**src/rtl/funrv32_pkg.sv**
```systemverilog
// Shared types and constants for the funRV32 writeback slice.
// Load funct3 encodings and the round-robin preference state encoding.
package funrv32_pkg;

   localparam int XLEN = 32;
   localparam int AW   = 5;

   localparam logic [2:0] LD_LB  = 3'b000;
   localparam logic [2:0] LD_LH  = 3'b001;
   localparam logic [2:0] LD_LW  = 3'b010;
   localparam logic [2:0] LD_LBU = 3'b100;
   localparam logic [2:0] LD_LHU = 3'b101;

   typedef enum logic {
      PREF_LD = 1'b0,
      PREF_EX = 1'b1
   } pref_e;

endpackage

```
**src/rtl/funrv32_writeback_if.sv**
```systemverilog
// Producer/regfile bundle for the writeback stage; slave = writeback stage, master = environment.
// Valid/ready per producer; ready is combinational from the stage and a transfer is valid&ready at posedge.
interface funrv32_writeback_if;
   import funrv32_pkg::*;

   logic            ex_valid;
   logic            ex_ready;
   logic [AW-1:0]   ex_ad;
   logic [XLEN-1:0] ex_data;

   logic            ld_valid;
   logic            ld_ready;
   logic [AW-1:0]   ld_ad;
   logic [XLEN-1:0] ld_word;
   logic [2:0]      ld_funct3;
   logic [1:0]      ld_addr_lo;

   logic            kill;

   logic            rf_we;
   logic [AW-1:0]   rf_ad;
   logic [XLEN-1:0] rf_rd;
   logic            ld_err;

   modport slave (
      input  ex_valid, ex_ad, ex_data,
      input  ld_valid, ld_ad, ld_word, ld_funct3, ld_addr_lo,
      input  kill,
      output ex_ready, ld_ready,
      output rf_we, rf_ad, rf_rd, ld_err
   );

   modport master (
      output ex_valid, ex_ad, ex_data,
      output ld_valid, ld_ad, ld_word, ld_funct3, ld_addr_lo,
      output kill,
      input  ex_ready, ld_ready,
      input  rf_we, rf_ad, rf_rd, ld_err
   );

endinterface

```
**src/rtl/funrv32_load_align.sv**
```systemverilog
// Load data extraction and sign/zero extension, plus misaligned/illegal funct3 detection.
// Purely combinational, zero latency, no backpressure.
module funrv32_load_align
   import funrv32_pkg::*;
(
   input  logic [XLEN-1:0] i_word,
   input  logic [2:0]      i_funct3,
   input  logic [1:0]      i_addr_lo,
   output logic [XLEN-1:0] o_data,
   output logic            o_err
);

   logic [7:0]  w_byte;
   logic [15:0] w_half;

   always_comb begin
      w_byte = i_word[7:0];
      case (i_addr_lo)
         2'd0:    w_byte = i_word[7:0];
         2'd1:    w_byte = i_word[15:8];
         2'd2:    w_byte = i_word[23:16];
         default: w_byte = i_word[31:24];
      endcase
   end

   assign w_half = i_addr_lo[1] ? i_word[31:16] : i_word[15:0];

   always_comb begin
      o_data = '0;
      o_err  = 1'b0;
      case (i_funct3)
         LD_LB:   o_data = {{24{w_byte[7]}}, w_byte};
         LD_LBU:  o_data = {24'd0, w_byte};
         LD_LH: begin
            o_data = {{16{w_half[15]}}, w_half};
            o_err  = i_addr_lo[0];
         end
         LD_LHU: begin
            o_data = {16'd0, w_half};
            o_err  = i_addr_lo[0];
         end
         LD_LW: begin
            o_data = i_word;
            o_err  = |i_addr_lo;
         end
         default: o_err = 1'b1;
      endcase
   end

endmodule

```
**src/rtl/funrv32_writeback.sv**
```systemverilog
// Writeback stage: round-robin arbitration of execute/load results into a registered regfile write (latency 1).
// Ready is combinational from grant; kill/reset deassert both readies. Optional FUNRV32_WB_RETIRE_CNT_EN adds a retire counter.
module funrv32_writeback
   import funrv32_pkg::*;
(
   input  logic                 clk,
   input  logic                 resetb,
   funrv32_writeback_if.slave   io_wb
`ifdef FUNRV32_WB_RETIRE_CNT_EN
   ,
   output logic [63:0]          o_wb_retired
`endif
);

   pref_e           r_pref;
   pref_e           w_pref_nxt;
   logic            w_grant_ex;
   logic            w_grant_ld;
   logic [XLEN-1:0] w_ld_data;
   logic            w_ld_err;

   logic            r_rf_we;
   logic [AW-1:0]   r_rf_ad;
   logic [XLEN-1:0] r_rf_rd;
   logic            r_ld_err;

   funrv32_load_align u_align (
      .i_word    (io_wb.ld_word),
      .i_funct3  (io_wb.ld_funct3),
      .i_addr_lo (io_wb.ld_addr_lo),
      .o_data    (w_ld_data),
      .o_err     (w_ld_err)
   );

   always_ff @(posedge clk) begin
      if (!resetb) r_pref <= PREF_LD;
      else         r_pref <= w_pref_nxt;
   end

   // Preference always points at the source that did not win last.
   always_comb begin
      w_grant_ex = 1'b0;
      w_grant_ld = 1'b0;
      w_pref_nxt = r_pref;
      if (resetb && !io_wb.kill) begin
         if (io_wb.ex_valid && io_wb.ld_valid) begin
            w_grant_ld = (r_pref == PREF_LD);
            w_grant_ex = (r_pref == PREF_EX);
         end else begin
            w_grant_ex = io_wb.ex_valid;
            w_grant_ld = io_wb.ld_valid;
         end
         if (w_grant_ld) w_pref_nxt = PREF_EX;
         if (w_grant_ex) w_pref_nxt = PREF_LD;
      end
   end

   assign io_wb.ex_ready = w_grant_ex;
   assign io_wb.ld_ready = w_grant_ld;

   always_ff @(posedge clk) begin
      if (!resetb) begin
         r_rf_we  <= 1'b0;
         r_rf_ad  <= '0;
         r_rf_rd  <= '0;
         r_ld_err <= 1'b0;
      end else begin
         r_rf_we  <= 1'b0;
         r_ld_err <= 1'b0;
         if (w_grant_ex) begin
            r_rf_we <= |io_wb.ex_ad;
            r_rf_ad <= io_wb.ex_ad;
            r_rf_rd <= io_wb.ex_data;
         end else if (w_grant_ld) begin
            r_rf_we  <= !w_ld_err && (|io_wb.ld_ad);
            r_rf_ad  <= io_wb.ld_ad;
            r_rf_rd  <= w_ld_data;
            r_ld_err <= w_ld_err;
         end
      end
   end

   assign io_wb.rf_we  = r_rf_we;
   assign io_wb.rf_ad  = r_rf_ad;
   assign io_wb.rf_rd  = r_rf_rd;
   assign io_wb.ld_err = r_ld_err;

`ifdef FUNRV32_WB_RETIRE_CNT_EN
   logic [63:0] r_retired;

   always_ff @(posedge clk) begin
      if (!resetb)      r_retired <= '0;
      else if (r_rf_we) r_retired <= r_retired + 64'd1;
   end

   assign o_wb_retired = r_retired;
`endif

endmodule
```
**src/flat_wrapper.sv**
```systemverilog
// flat-port wrapper written by rule: the top's interface ports become plain ports
module funrv32_writeback_flat import funrv32_pkg::*;
  (clk, resetb, io_wb_ex_valid, io_wb_ex_ad, io_wb_ex_data, io_wb_ld_valid, io_wb_ld_ad, io_wb_ld_word, io_wb_ld_funct3, io_wb_ld_addr_lo, io_wb_kill, io_wb_ex_ready, io_wb_ld_ready, io_wb_rf_we, io_wb_rf_ad, io_wb_rf_rd, io_wb_ld_err);
  funrv32_writeback_if io_wb_i ();
  input  logic clk;
  input  logic resetb;
  input wire logic [$bits(io_wb_i.ex_valid)-1:0] io_wb_ex_valid;
  input wire logic [$bits(io_wb_i.ex_ad)-1:0] io_wb_ex_ad;
  input wire logic [$bits(io_wb_i.ex_data)-1:0] io_wb_ex_data;
  input wire logic [$bits(io_wb_i.ld_valid)-1:0] io_wb_ld_valid;
  input wire logic [$bits(io_wb_i.ld_ad)-1:0] io_wb_ld_ad;
  input wire logic [$bits(io_wb_i.ld_word)-1:0] io_wb_ld_word;
  input wire logic [$bits(io_wb_i.ld_funct3)-1:0] io_wb_ld_funct3;
  input wire logic [$bits(io_wb_i.ld_addr_lo)-1:0] io_wb_ld_addr_lo;
  input wire logic [$bits(io_wb_i.kill)-1:0] io_wb_kill;
  output wire logic [$bits(io_wb_i.ex_ready)-1:0] io_wb_ex_ready;
  output wire logic [$bits(io_wb_i.ld_ready)-1:0] io_wb_ld_ready;
  output wire logic [$bits(io_wb_i.rf_we)-1:0] io_wb_rf_we;
  output wire logic [$bits(io_wb_i.rf_ad)-1:0] io_wb_rf_ad;
  output wire logic [$bits(io_wb_i.rf_rd)-1:0] io_wb_rf_rd;
  output wire logic [$bits(io_wb_i.ld_err)-1:0] io_wb_ld_err;
  assign io_wb_i.ex_valid = io_wb_ex_valid;
  assign io_wb_i.ex_ad = io_wb_ex_ad;
  assign io_wb_i.ex_data = io_wb_ex_data;
  assign io_wb_i.ld_valid = io_wb_ld_valid;
  assign io_wb_i.ld_ad = io_wb_ld_ad;
  assign io_wb_i.ld_word = io_wb_ld_word;
  assign io_wb_i.ld_funct3 = io_wb_ld_funct3;
  assign io_wb_i.ld_addr_lo = io_wb_ld_addr_lo;
  assign io_wb_i.kill = io_wb_kill;
  assign io_wb_ex_ready = io_wb_i.ex_ready;
  assign io_wb_ld_ready = io_wb_i.ld_ready;
  assign io_wb_rf_we = io_wb_i.rf_we;
  assign io_wb_rf_ad = io_wb_i.rf_ad;
  assign io_wb_rf_rd = io_wb_i.rf_rd;
  assign io_wb_ld_err = io_wb_i.ld_err;
  funrv32_writeback u_core (.clk(clk), .resetb(resetb), .io_wb(io_wb_i));
endmodule
```
**config.mk**
```make
export PLATFORM = sky130hd
export DESIGN_NAME = funrv32_writeback_flat
export DESIGN_NICKNAME = d
export VERILOG_FILES = /design/src/rtl/funrv32_pkg.sv /design/src/rtl/funrv32_writeback_if.sv /design/src/rtl/funrv32_load_align.sv /design/src/rtl/funrv32_writeback.sv /design/src/flat_wrapper.sv
export SDC_FILE = /design/constraint.sdc
export NUM_CORES = 1
export LEC_CHECK = 0
export ABC_CLOCK_PERIOD_IN_PS = 3170
export BUFFER_PORTS_ARGS = -buffer_cell sky130_fd_sc_hd__buf_4
export CORE_ASPECT_RATIO = 0.75
export CORE_UTILIZATION = 45
export DETAILED_ROUTE_END_ITERATION = 10
export HOLD_SLACK_MARGIN = 0.08
export PLACE_DENSITY = 0.79
export RECOVER_POWER = 50
export SYNTH_ARGS = -nofsm -noshare
export SYNTH_HDL_FRONTEND = slang
export SYNTH_SLANG_ARGS = --single-unit
```
**constraint.sdc**
```tcl
create_clock -name clk -period 3.17 [get_ports clk]
set_clock_uncertainty 0.1 [all_clocks]
set_input_delay 0.1585 -clock clk [delete_from_list [all_inputs] [get_ports clk]]
set_output_delay 0.1585 -clock clk [all_outputs]
set_load 0.02 [all_outputs]
```
==> results.md, run 1 <==
- Library cells used by synthesis: 50
- Clk_lat worst skew: 290 ps
- Port buffer count: about 120
- Synthesized net count: 370
- Synth Cell Area: between 2000 and 2500 um^2
- DRT iter0 DRCs: 212
- Ys flop type: dfxtp_1
- Total Power: around 1.3 mW
- Internal: 900.0 uW
- Setup slack at placement: between 800 and 900 ps
- Worst setup margin: between 300 and 400 ps
- Clock power share: a little over a quarter
- # DRC: 0
- Clock sink count: 40
- Final setup fails: 0
- FF+latch count, synth: 40
- WL final: about 8300 um
- Post-synth top area share: around 32%
- Status: finished clean
- Most Used Layer, Global Route: met2
- EDFF count, synth: 0
- Total power per unit cell area: approximately 350 nW/um^2
- Crit path max fanout: 39
- CP endpoint kind: flop
- Total global routing overflow: 0
- Wire length per cell: ~16 um
- DIE AREA: between 5000 and 6000 um^2
- Fmax: between 0.3 and 0.4 GHz
- Total iterations of the first detailed-routing run: 5
- Avg Cell Area, Syn: 8.627 um^2
- Vias per inst: 5.649
- Core area: 5092 um^2
- First-pass GRT wire length: roughly 13000 um
- Switching part of the total: between 30% and 40%
- Clk buf depth: 2
- Finished Cell Area: 3721 um^2
- Async set-or-reset flop fraction in the synthesized netlist: 0%
- Register area share after synthesis: about a third
- TNS Setup: 0 ps
- Die height: between 60 and 70 um
- P_sw: between 300 and 400 uW
- Total track usage: between 20 and 30%
- WS Path Type: in2reg
- Pin count of the biggest net entering global routing: 40
- Crit path launch type: primary input
- Post-DP HPWL: between 5000 and 6000 um
- Mapped Cells: around 290
- Critical path data required time: approximately 3300 ps
- Min cycle time layout: approximately 2800 ps
- Hold WS: approximately 90 ps
- VDD IR max: 0.2431 mV
- Clk root buf: clkbuf_8
- Most frequent cells after synthesis: 40 x dfxtp_1, 37 x a21oi_1, 23 x nand2_1, 23 x o21ai_0, 20 x nor2b_1
- Die width: between 80 and 90 um
- Layout cells sized above 1: between 20% and 30%
- Worst-margin pin slew: about 1200 ps
- IO Pins: between 100 and 150
- Synth warn: 0
- Cell with the most instances after synthesis: dfxtp_1
- Fin crit share: 87.83%
- Area delta synth->final: 50.81%
- Area contributors post-synth: dfxtp_1 32%, a21oi_1 7.5%, a21o_1 5.2%, nor2b_1 5.1%, o21ai_0 4.7%
- Comb power frac: about 30%
- Cell row count: 22
- Met2 Track Usage GR: between 40% and 50%
- Fillcell total: 435
- CTS H-Tree Depth: 2
- GP Congestion: ~0.85
- Grt met1 use: around two fifths
- RSZ-0062 raised after global routing: false
- Clock tree from TritonCTS: built
- Antenna violations before repair: 0
- Max_cap viols: 0
- Starting Density: 48.45%
- Antenna diode count: 0
- Leak: 1.562 nW
- Arr. time, crit path: approximately 2900 ps
- HP Class: in2reg
- Area after DPL: 3312 um^2
- Met3 Track Usage GR: under 10%
- TritonCTS buffer count: 5
- Vias in the first global route: between 2000 and 3000
- Relative slew slack: a little under a quarter
- Routed Antenna Nets: 0
- CTS clock-pin slew for the worst setup and hold paths: about 80 ps
- Final Hold Fails: 0
- Sequential Power Share: between 40% and 50%
- DR vias: ~2900
- Largest area contributor in the netlist: dfxtp_1
- Pins Over Slew Limit: 0
- Nets: 524
[power by group through the flow]
stage / sequential [mW] / combinational (mW) / clock (mW)
after floorplan: 0.598 / 0.165 / 0
after global placement: 0.563 / 0.359 / 0
after detailed placement: 0.563 / 0.363 / 0
after CTS: 0.552 / 0.413 / 0.357
after global routing: 0.555 / 0.423 / 0.381
final: 0.552 / 0.393 / 0.352
[registers in the layout, indices dropped and copies added, names as in the netlist]
signal	cells
u_core.io_wb.ld_err	1
u_core.io_wb.rf_ad	5
u_core.io_wb.rf_rd	32
u_core.io_wb.rf_we	1
u_core.r_pref	1
[timing repair]
action | in CTS | in global routing
hold buffers | 47 | 0
endpoints found under the hold margin | 35 | 0
setup buffers | 0 | 0
gates resized for setup | 0 | 0
[kinds of logic after synthesis]
kind of cell,synth area share (%)
compound gates,34.58
simple gates,19.12
flops,32.45
buf+inv,8.062
mux,5.781
[critical path, cell delays in order]
cell           delay, ps
buf_4                320
and2b_4              250
o21a_1               910
nand3_4              290
a221oi_2             280
nor2_1                80
dlygate4sd3_1        560
[final timing paths]
kind                                 startpoint                                   to  slack, ps  cells after the start
min                            io_wb_ex_data[8]   u_core.io_wb.rf_rd[8]$_SDFFE_PN0P_         90                      3
max                                      resetb  u_core.io_wb.rf_rd[12]$_SDFFE_PN0P_        390                      7
min reg2reg  u_core.io_wb.rf_rd[3]$_SDFFE_PN0P_   u_core.io_wb.rf_rd[3]$_SDFFE_PN0P_        370                      2
max reg2reg          u_core.r_pref$_SDFFE_PN0P_   u_core.io_wb.rf_ad[2]$_SDFFE_PN0P_        540                      7
[layer usage]
layer  wire length, um  share of wire [%]  vias to the layer above
li1                  -                  -                     1373
met1              3567                 43                     1331
met2              3784                 45                      181
met3               858                 10                       13
met4               119                1.4                        0
met5                 0                  0                        -
[through the flow]
stage | std cells | utilization, %
2_1_floorplan | 286 | -
3_3_place_gp | 458 | 65.04
3_5_place_dp | 458 | 65.04
4_1_cts | 513 | 76.09
5_1_grt | 513 | 73.07
6_report | 513 | 73.07
[area by class of cell]
class,count,area (um^2),share of cell area [%]
flip-flops and latches,40,800.8,21.52
well taps,72,90.09,2.421
repair buffers,172,1262,33.93
clock buffers,6,82.58,2.219
clock inverters,2,10.01,0.2690
multi-input cells,218,1464,39.34
inverters,3,11.26,0.3026
[cell usage in the layout, fill, tap and decap left out, types with 6 or more instances in the layout]
cell / netlist / final
o221ai_1: 8 / 8
nand3_1: 8 / 8
clkbuf_1: 6 / 39
buf_4: 3 / 86
nor2b_1: 20 / 20
nor3_1: 6 / 6
o21ai_1: 13 / 12
clkbuf_8: 0 / 6
nand2_1: 23 / 23
a221oi_2: 6 / 6
nor2_1: 12 / 12
dlygate4sd3_1: 0 / 47
o21ai_0: 23 / 23
a21oi_1: 37 / 37
dfxtp_1: 40 / 40
a21o_1: 17 / 17
No activity file was read; power rests on OpenSTA's default activity.
==> inputs of run 2 (changes only) <==
CELL_PAD_IN_SITES_DETAIL_PLACEMENT = 1   (was not set)
CELL_PAD_IN_SITES_GLOBAL_PLACEMENT = 1   (was not set)
CORE_UTILIZATION = 35   (was 45)
HOLD_SLACK_MARGIN = 0.06   (was 0.08)
PLACE_DENSITY = not set   (was 0.79)
PLACE_DENSITY_LB_ADDON = 0.1   (was not set)
==> run 2 against run 1 <==
Against the previous run:
- maximum frequency is 15% higher
- flip-flop and latch count stayed put
- final area is 2.0% lower
- non-clock buffer count is 9 lower
- combinational power is 2% lower
- global-route usage is 4.8 points lower
- routed wire length is 12% higher
- sequential power hardly changed
- core utilization is 19 points lower
==> results.md, run 2 (same netlist as run 1, synthesis figures left out) <==
- Status: finished clean
- FF/Latch Area: 800.8 um^2
- Pins Over Slew Limit: 0
- Core area: 6799 um^2
- Final Hold Fails: 0
- Vias in the first global route: 2779
- Post-CTS sizing: 0
- Fmax: roughly 0.41 GHz
- Die width: roughly 100 um
- Wire length per cell: 18.02 um
- Reg-to-reg startpoint: u_core.r_pref$_SDFFE_PN0P_
- First-pass GRT wire length: 14080 um
- Reg2Reg Depth: 7
- Most frequent cells in the layout: 88 x buf_4, 40 x dfxtp_1, 39 x clkbuf_1
- Most common cell after layout, fill and taps aside: buf_4
- GP Congestion: a little over 0.8
- Layout cells sized above 1: approximately 29%
- Crit path largest cell delay: 600 ps
- Crit path max fanout: 20
- Nets: 515
- Total power per unit cell area: 359.0 nW/um^2
- Clk root buf: clkbuf_8
- Port buffer count: between 100 and 150
- Antenna violations before repair: 0
- Pin count of the biggest net entering global routing: 40
- Total global routing overflow: 0
- Critical path data required time: between 3000 and 4000 ps
- CP endpoint kind: flop
- DR vias: 2826
- Cell row count: 26
- Worst Hold Path Cells: 3
- Max_cap viols: 0
- Critical-path cell list: nand2b_1, nand3_4, inv_2, nor2_1, a222oi_1, dlygate4sd3_1, nor2b_1
- Final setup fails: 0
- CTS clock-pin slew for the worst setup and hold paths: 80 ps
- Worst hold start: io_wb_ex_data[0]
- Total Power: around 1.3 mW
- Routed Antenna Nets: 0
- Clock tree from TritonCTS: built
- # DRC: 0
- FF-to-FF End: u_core.io_wb.rf_ad[0]$_SDFFE_PN0P_
- Starting Density: 36.29%
- TNS Setup: 0 ps
- Antenna diode count: 0
- Fin crit share: about three quarters
- Post-DP HPWL: 6519 um
- WS Path Type: reg2reg
- Clk buf depth: 2
- Arr. time, crit path: around 2500 ps
- DRT iter0 DRCs: 83
- Min cycle time layout: 2411 ps
- CP max-delay cell: dlygate4sd3_1
- WP buf/inv: 2
- TritonCTS buffer count: 5
- Crit path launch type: flop
- Leak: 1.517 nW
- Setup repair bufs after CTS: 0
- Total iterations of the first detailed-routing run: 4
- RSZ-0062 raised after global routing: false
- Multi-input gate area: about 1500 um^2
- Relative slew slack: between 40% and 50%
- Fillcell total: approximately 840
- CTS H-Tree Depth: 2
- Area delta synth->final: 47.87%
- Total track usage: approximately a quarter
- WL final: between 9000 and 10000 um
- Clock sink count: 40
- Die height: between 70 and 80 um
- Clk_lat worst skew: approximately 300 ps
- Delay-heaviest family, CP: buffers and inverters
- Vias per inst: 5.477
- Max reg flops: 32
- IO Pins: between 100 and 150
- Worst-margin pin slew: ~830 ps
- HP Class: in2reg
- DIE AREA: about 7400 um^2
- VDD IR max: about 0.16 mV
- FF-to-FF setup slack: between 700 and 800 ps
- Worst Hold Path EP: u_core.io_wb.rf_rd[0]$_SDFFE_PN0P_
## run 2: where the power goes
| part | switching (mW) | total [mW] | internal, mW |
|---|---|---|---|
| Clock | 0.197 | 0.371 | 0.174 |
| Combinational | 0.204 | 0.386 | 0.182 |
| Sequential | 0.0177 | 0.552 | 0.534 |
| Total | 0.419 | 1.31 | 0.891 |
## run 2: worst min-delay path: cells and delay by family
kind | cells | cell delay (ps)
AO/OA/AOI/OAI | 2 | 190
buffers and inverters | 1 | 80
## run 2: worst max path at each step
stage,startpoint,endpoint,slack (ps),cells after the start
after detailed placement,resetb,u_core.io_wb.rf_ad[1]$_SDFFE_PN0P_,940,7
after global routing,u_core.r_pref$_SDFFE_PN0P_,u_core.io_wb.rf_ad[0]$_SDFFE_PN0P_,640,7
final,u_core.r_pref$_SDFFE_PN0P_,u_core.io_wb.rf_ad[0]$_SDFFE_PN0P_,760,7
after global placement,resetb,u_core.io_wb.rf_ad[3]$_SDFFE_PN0P_,1060,7
after CTS,u_core.r_pref$_SDFFE_PN0P_,u_core.io_wb.rf_ad[0]$_SDFFE_PN0P_,790,7
after floorplan,u_core.r_pref$_SDFFE_PN0P_,u_core.io_wb.rf_ad[0]$_SDFFE_PN0P_,1630,6
## run 2: what timing repair did
| item | in CTS | in global routing |
|---|---|---|
| hold endpoints to repair | 32 | 1 |
| endpoints found under the setup margin | 0 | 0 |
| hold buffers | 35 | 1 |
## run 2: cell type report
type,count,share of cell area (%)
Timing Repair Buffer,163,32.00
Inverter,3,0.3086
Clock buffer,6,2.263
Clock inverter,2,0.2743
Tap cell,84,2.881
Sequential cell,40,21.95
Multi-Input combinational cell,218,40.33
## run 2: layer usage
| layer | wire [um] | vias to the layer above | share of wire, % | GRT usage (%) |
|---|---|---|---|---|
| met4 | 138 | 0 | 1.5 | 7.297 |
| li1 | - | 1353 | - | - |
| met2 | 4356 | 100 | 47 | 43.67 |
| met3 | 570 | 13 | 6.1 | 4.364 |
| met5 | 0 | - | 0 | 0 |
| met1 | 4230 | 1360 | 45 | 31.21 |
## run 2: per-stage QoR
step	hold WS [ps]	setup WS, ps	utilization (%)	cells	area (um^2)
after CTS	61.00	791.6	55.67	515	3785
after detailed placement	300.3	938.7	49.15	472	3342
final	62.77	759.2	53.66	516	3649
after global routing	69.56	635.2	53.66	516	3649
after floorplan	194.3	1630	-	286	2467
after global placement	312.3	1059	49.15	472	3342
==> inputs of run 3 (changes only) <==
ABC_AREA = 1   (was not set)
ABC_CLOCK_PERIOD_IN_PS = 2400   (was 3170)
CORE_UTILIZATION = 30   (was 35)
clock period = 2.4 ns   (was 3.17 ns; I/O delays follow)
==> run 3 against run 2 <==
Against the previous run:
- the run now ends with design-rule violations left
- global-route usage decreased by 0.51 points
- critical endpoint is now u_core.io_wb.rf_we$_SDFF_PN0_
- first-iteration DRC count grew 130%
- routed wire length rose by 20%
- power rose by 56%
- die area up 28%
- maximum frequency grew 11%
==> results.md, run 3 <==
- Status: complete, but fails checks
- Failing checks: design-rule violations
- Clock sink count: 40
- Post-CTS sizing: 0
- Final setup fails: 0
- Layout cells sized above 1: between 10% and 20%
- Pins Over Slew Limit: 0
- Final Hold Fails: 0
- Synth Cell Area: between 2000 and 3000 um^2
- Reg-to-reg startpoint: u_core.r_pref$_SDFFE_PN0P_
- TritonCTS buffer count: 5
- Port buffer count: around 120
- Nets: roughly 710
- FF+latch count, synth: 40
- Setup repair bufs after CTS: 0
- Antenna diode count: 0
- Most frequent cells after synthesis: 169 x nand2_1, 66 x nor2_1, 59 x a21oi_1, 46 x inv_1, 40 x dfxtp_1
- Pin count of the biggest net entering global routing: 39
- FF-to-FF End: u_core.io_wb.rf_we$_SDFF_PN0_
- WS Path Type: reg2reg
- Hold_buf cts: 30
- GP Congestion: about 0.83
- Async set-or-reset flop fraction in the synthesized netlist: 0%
- Starting Density: around a third
- Wire length per cell: 15.23 um
- Antenna violations before repair: 0
- Clock tree from TritonCTS: built
- Fillcell total: 1187
- Cell with the most instances after synthesis: nand2_1
- Total iterations of the first detailed-routing run: 8
- WL final: approximately 11000 um
- IO Pins: approximately 130
- Relative slew slack: between 60% and 70%
- Library cells used by synthesis: 25
- Area delta synth->final: 48.43%
- Crit path max fanout: 38
- CTS H-Tree Depth: 2
- Core area: approximately 8600 um^2
- CP endpoint kind: flop
- Internal: between 1 and 1.5 mW
- Clock power share: a little under two fifths
- Synth warn: 0
- Worst Hold Path EP: u_core.io_wb.rf_ad[2]$_SDFFE_PN0P_
- Die height: around 84 um
- Post-DP HPWL: 8196 um
- Critical path data required time: 2520 ps
- Fin crit share: around 90%
- Clk_lat worst skew: roughly 280 ps
- Comb power frac: between 20% and 30%
- Cell row count: 29
- Mapped Cells: about 490
- Non-filler cells, final: ~730
- DIE AREA: ~9400 um^2
- Worst-margin pin slew: 548.4 ps
- Max reg flops: 32
- Worst hold start: io_wb_ld_ad[2]
- Area contributors post-synth: dfxtp_1 30%, nand2_1 23%, a21oi_1 11%, nor2_1 9.1%, nand3_1 6.5%
- Die width: around 110 um
- RSZ-0062 raised after global routing: false
- DR vias: 3537
- Post-synth top area share: between 20% and 30%
- First-pass GRT wire length: 18170 um
- Synthesized net count: 569
- Leak: roughly 2.1 nW
- Clk buf depth: 2
- Post-Place Cells: between 600 and 700
- Crit path launch type: flop
- Ys flop type: dfxtp_1
- P_sw: 622.9 uW
- Fmax: 0.4615 GHz
- Min cycle time layout: 2167 ps
- DRT iter0 DRCs: roughly 190
- Worst Setup SP: u_core.r_pref$_SDFFE_PN0P_
- Max_cap viols: 0
- Avg Cell Area, Syn: between 5 and 6 um^2
- Worst Hold Path Cells: 5
- FF-to-FF setup slack: roughly 230 ps
- # DRC: 8
- CTS clock-pin slew for the worst setup and hold paths: around 60 ps
- Reg2Reg Depth: 9
- HP Class: in2reg
- Clk root buf: clkbuf_16
- Routed Antenna Nets: 0
- EDFF count, synth: 0
- Total track usage: between 20% and 30%
- Register area share after synthesis: 29.52%
- Total global routing overflow: 0
- Sequential Power Share: between 30% and 40%
- Largest area contributor in the netlist: dfxtp_1
- Most common cell after layout, fill and taps aside: nand2_1
- Total power per unit cell area: 507.3 nW/um^2
- TNS Setup: 0 ps
- Vias per inst: approximately 4.8
- Switching part of the total: 30.50%
- Arr. time, crit path: roughly 2300 ps
- VDD IR max: approximately 0.30 mV
- Vias in the first global route: around 3600
- Most frequent cells in the layout: 169 x nand2_1, 90 x buf_4, 65 x nor2_1
run 3: changes by cell type after synthesis, moves of 5 or more:
cell      change
nor2b_1      -20
nor2_1       +54
a21oi_1      +22
buf_6         -5
nand3_1      +27
o221ai_1      -8
inv_1        +44
o21ai_1      -12
nand2_1     +146
a221oi_2      -6
buf_2         +7
a21o_1       -17
run 3: worst max-delay path by stage:
stage,endpoint,cells past startpoint
6_report,u_core.io_wb.rf_we$_SDFF_PN0_,9
5_1_grt,u_core.io_wb.rf_we$_SDFF_PN0_,9
4_1_cts,u_core.io_wb.rf_we$_SDFF_PN0_,9
3_5_place_dp,u_core.io_wb.rf_rd[15]$_SDFFE_PN0P_,7
3_3_place_gp,u_core.io_wb.rf_rd[26]$_SDFFE_PN0P_,8
2_1_floorplan,u_core.io_wb.rf_rd[23]$_SDFFE_PN0P_,8
run 3: power by group through the flow:
stage | logic, mW | clock network [mW] | registers, mW
CTS | 0.567 | 0.790 | 0.725
global route | 0.597 | 0.820 | 0.728
floorplan | 0.228 | 0 | 0.780
detailed placement | 0.525 | 0 | 0.738
finish | 0.540 | 0.778 | 0.724
global placement | 0.513 | 0 | 0.739
run 3: cell families (layout without fill, tap and decap cells):
| logic type | Yosys count | in the layout | share of synthesized area, % |
|---|---|---|---|
| buffers and inverters | 77 | 218 | 11.90 |
| AND/OR/NAND/NOR | 281 | 281 | 42.20 |
| AO/OA/AOI/OAI | 87 | 87 | 16.37 |
| flip-flops | 40 | 40 | 29.52 |
run 3: cell type report:
class	instances	area (um^2)	share of cell area, %
sequential	40	800.8	19.89
tap	108	135.1	3.356
clock buffer	5	125.1	3.108
clock inverter	3	46.29	1.150
inverter	50	193.9	4.817
timing repair buffer	160	1126	27.97
multi-input combinational	368	1599	39.71
run 3: critical path: stages (launching register included):
cell,delay (ps)
dfxtp_1,370
inv_1,50
nand2_1,80
inv_1,70
nor2_2,110
buf_4,380
nand2_1,140
o21a_1,130
nand2_1,80
dlygate4sd3_1,580
run 3: stage by stage:
step           util, %  instance area (um^2)  setup slack, ps  power [mW]  hold slack [ps]
2_1_floorplan        -                  2713             1008       1.008            208.3
3_3_place_gp     43.08                  3705            728.4       1.252            309.5
3_5_place_dp     43.08                  3705            658.7       1.263            323.8
4_1_cts          48.57                  4177            324.6       2.081            61.95
5_1_grt          46.82                  4026            71.32       2.145            82.90
6_report         46.82                  4026            233.2       2.043            55.13
run 3: routing by layer:
metal	share of wire, %	wire length, um	vias to the layer above	global-route usage (%)
met3	5.0	557	16	3.466
met5	0	0	-	0
met4	1.7	194	0	6.880
met1	49	5491	1625	33.67
li1	-	-	1799	-
met2	44	4932	97	38.57
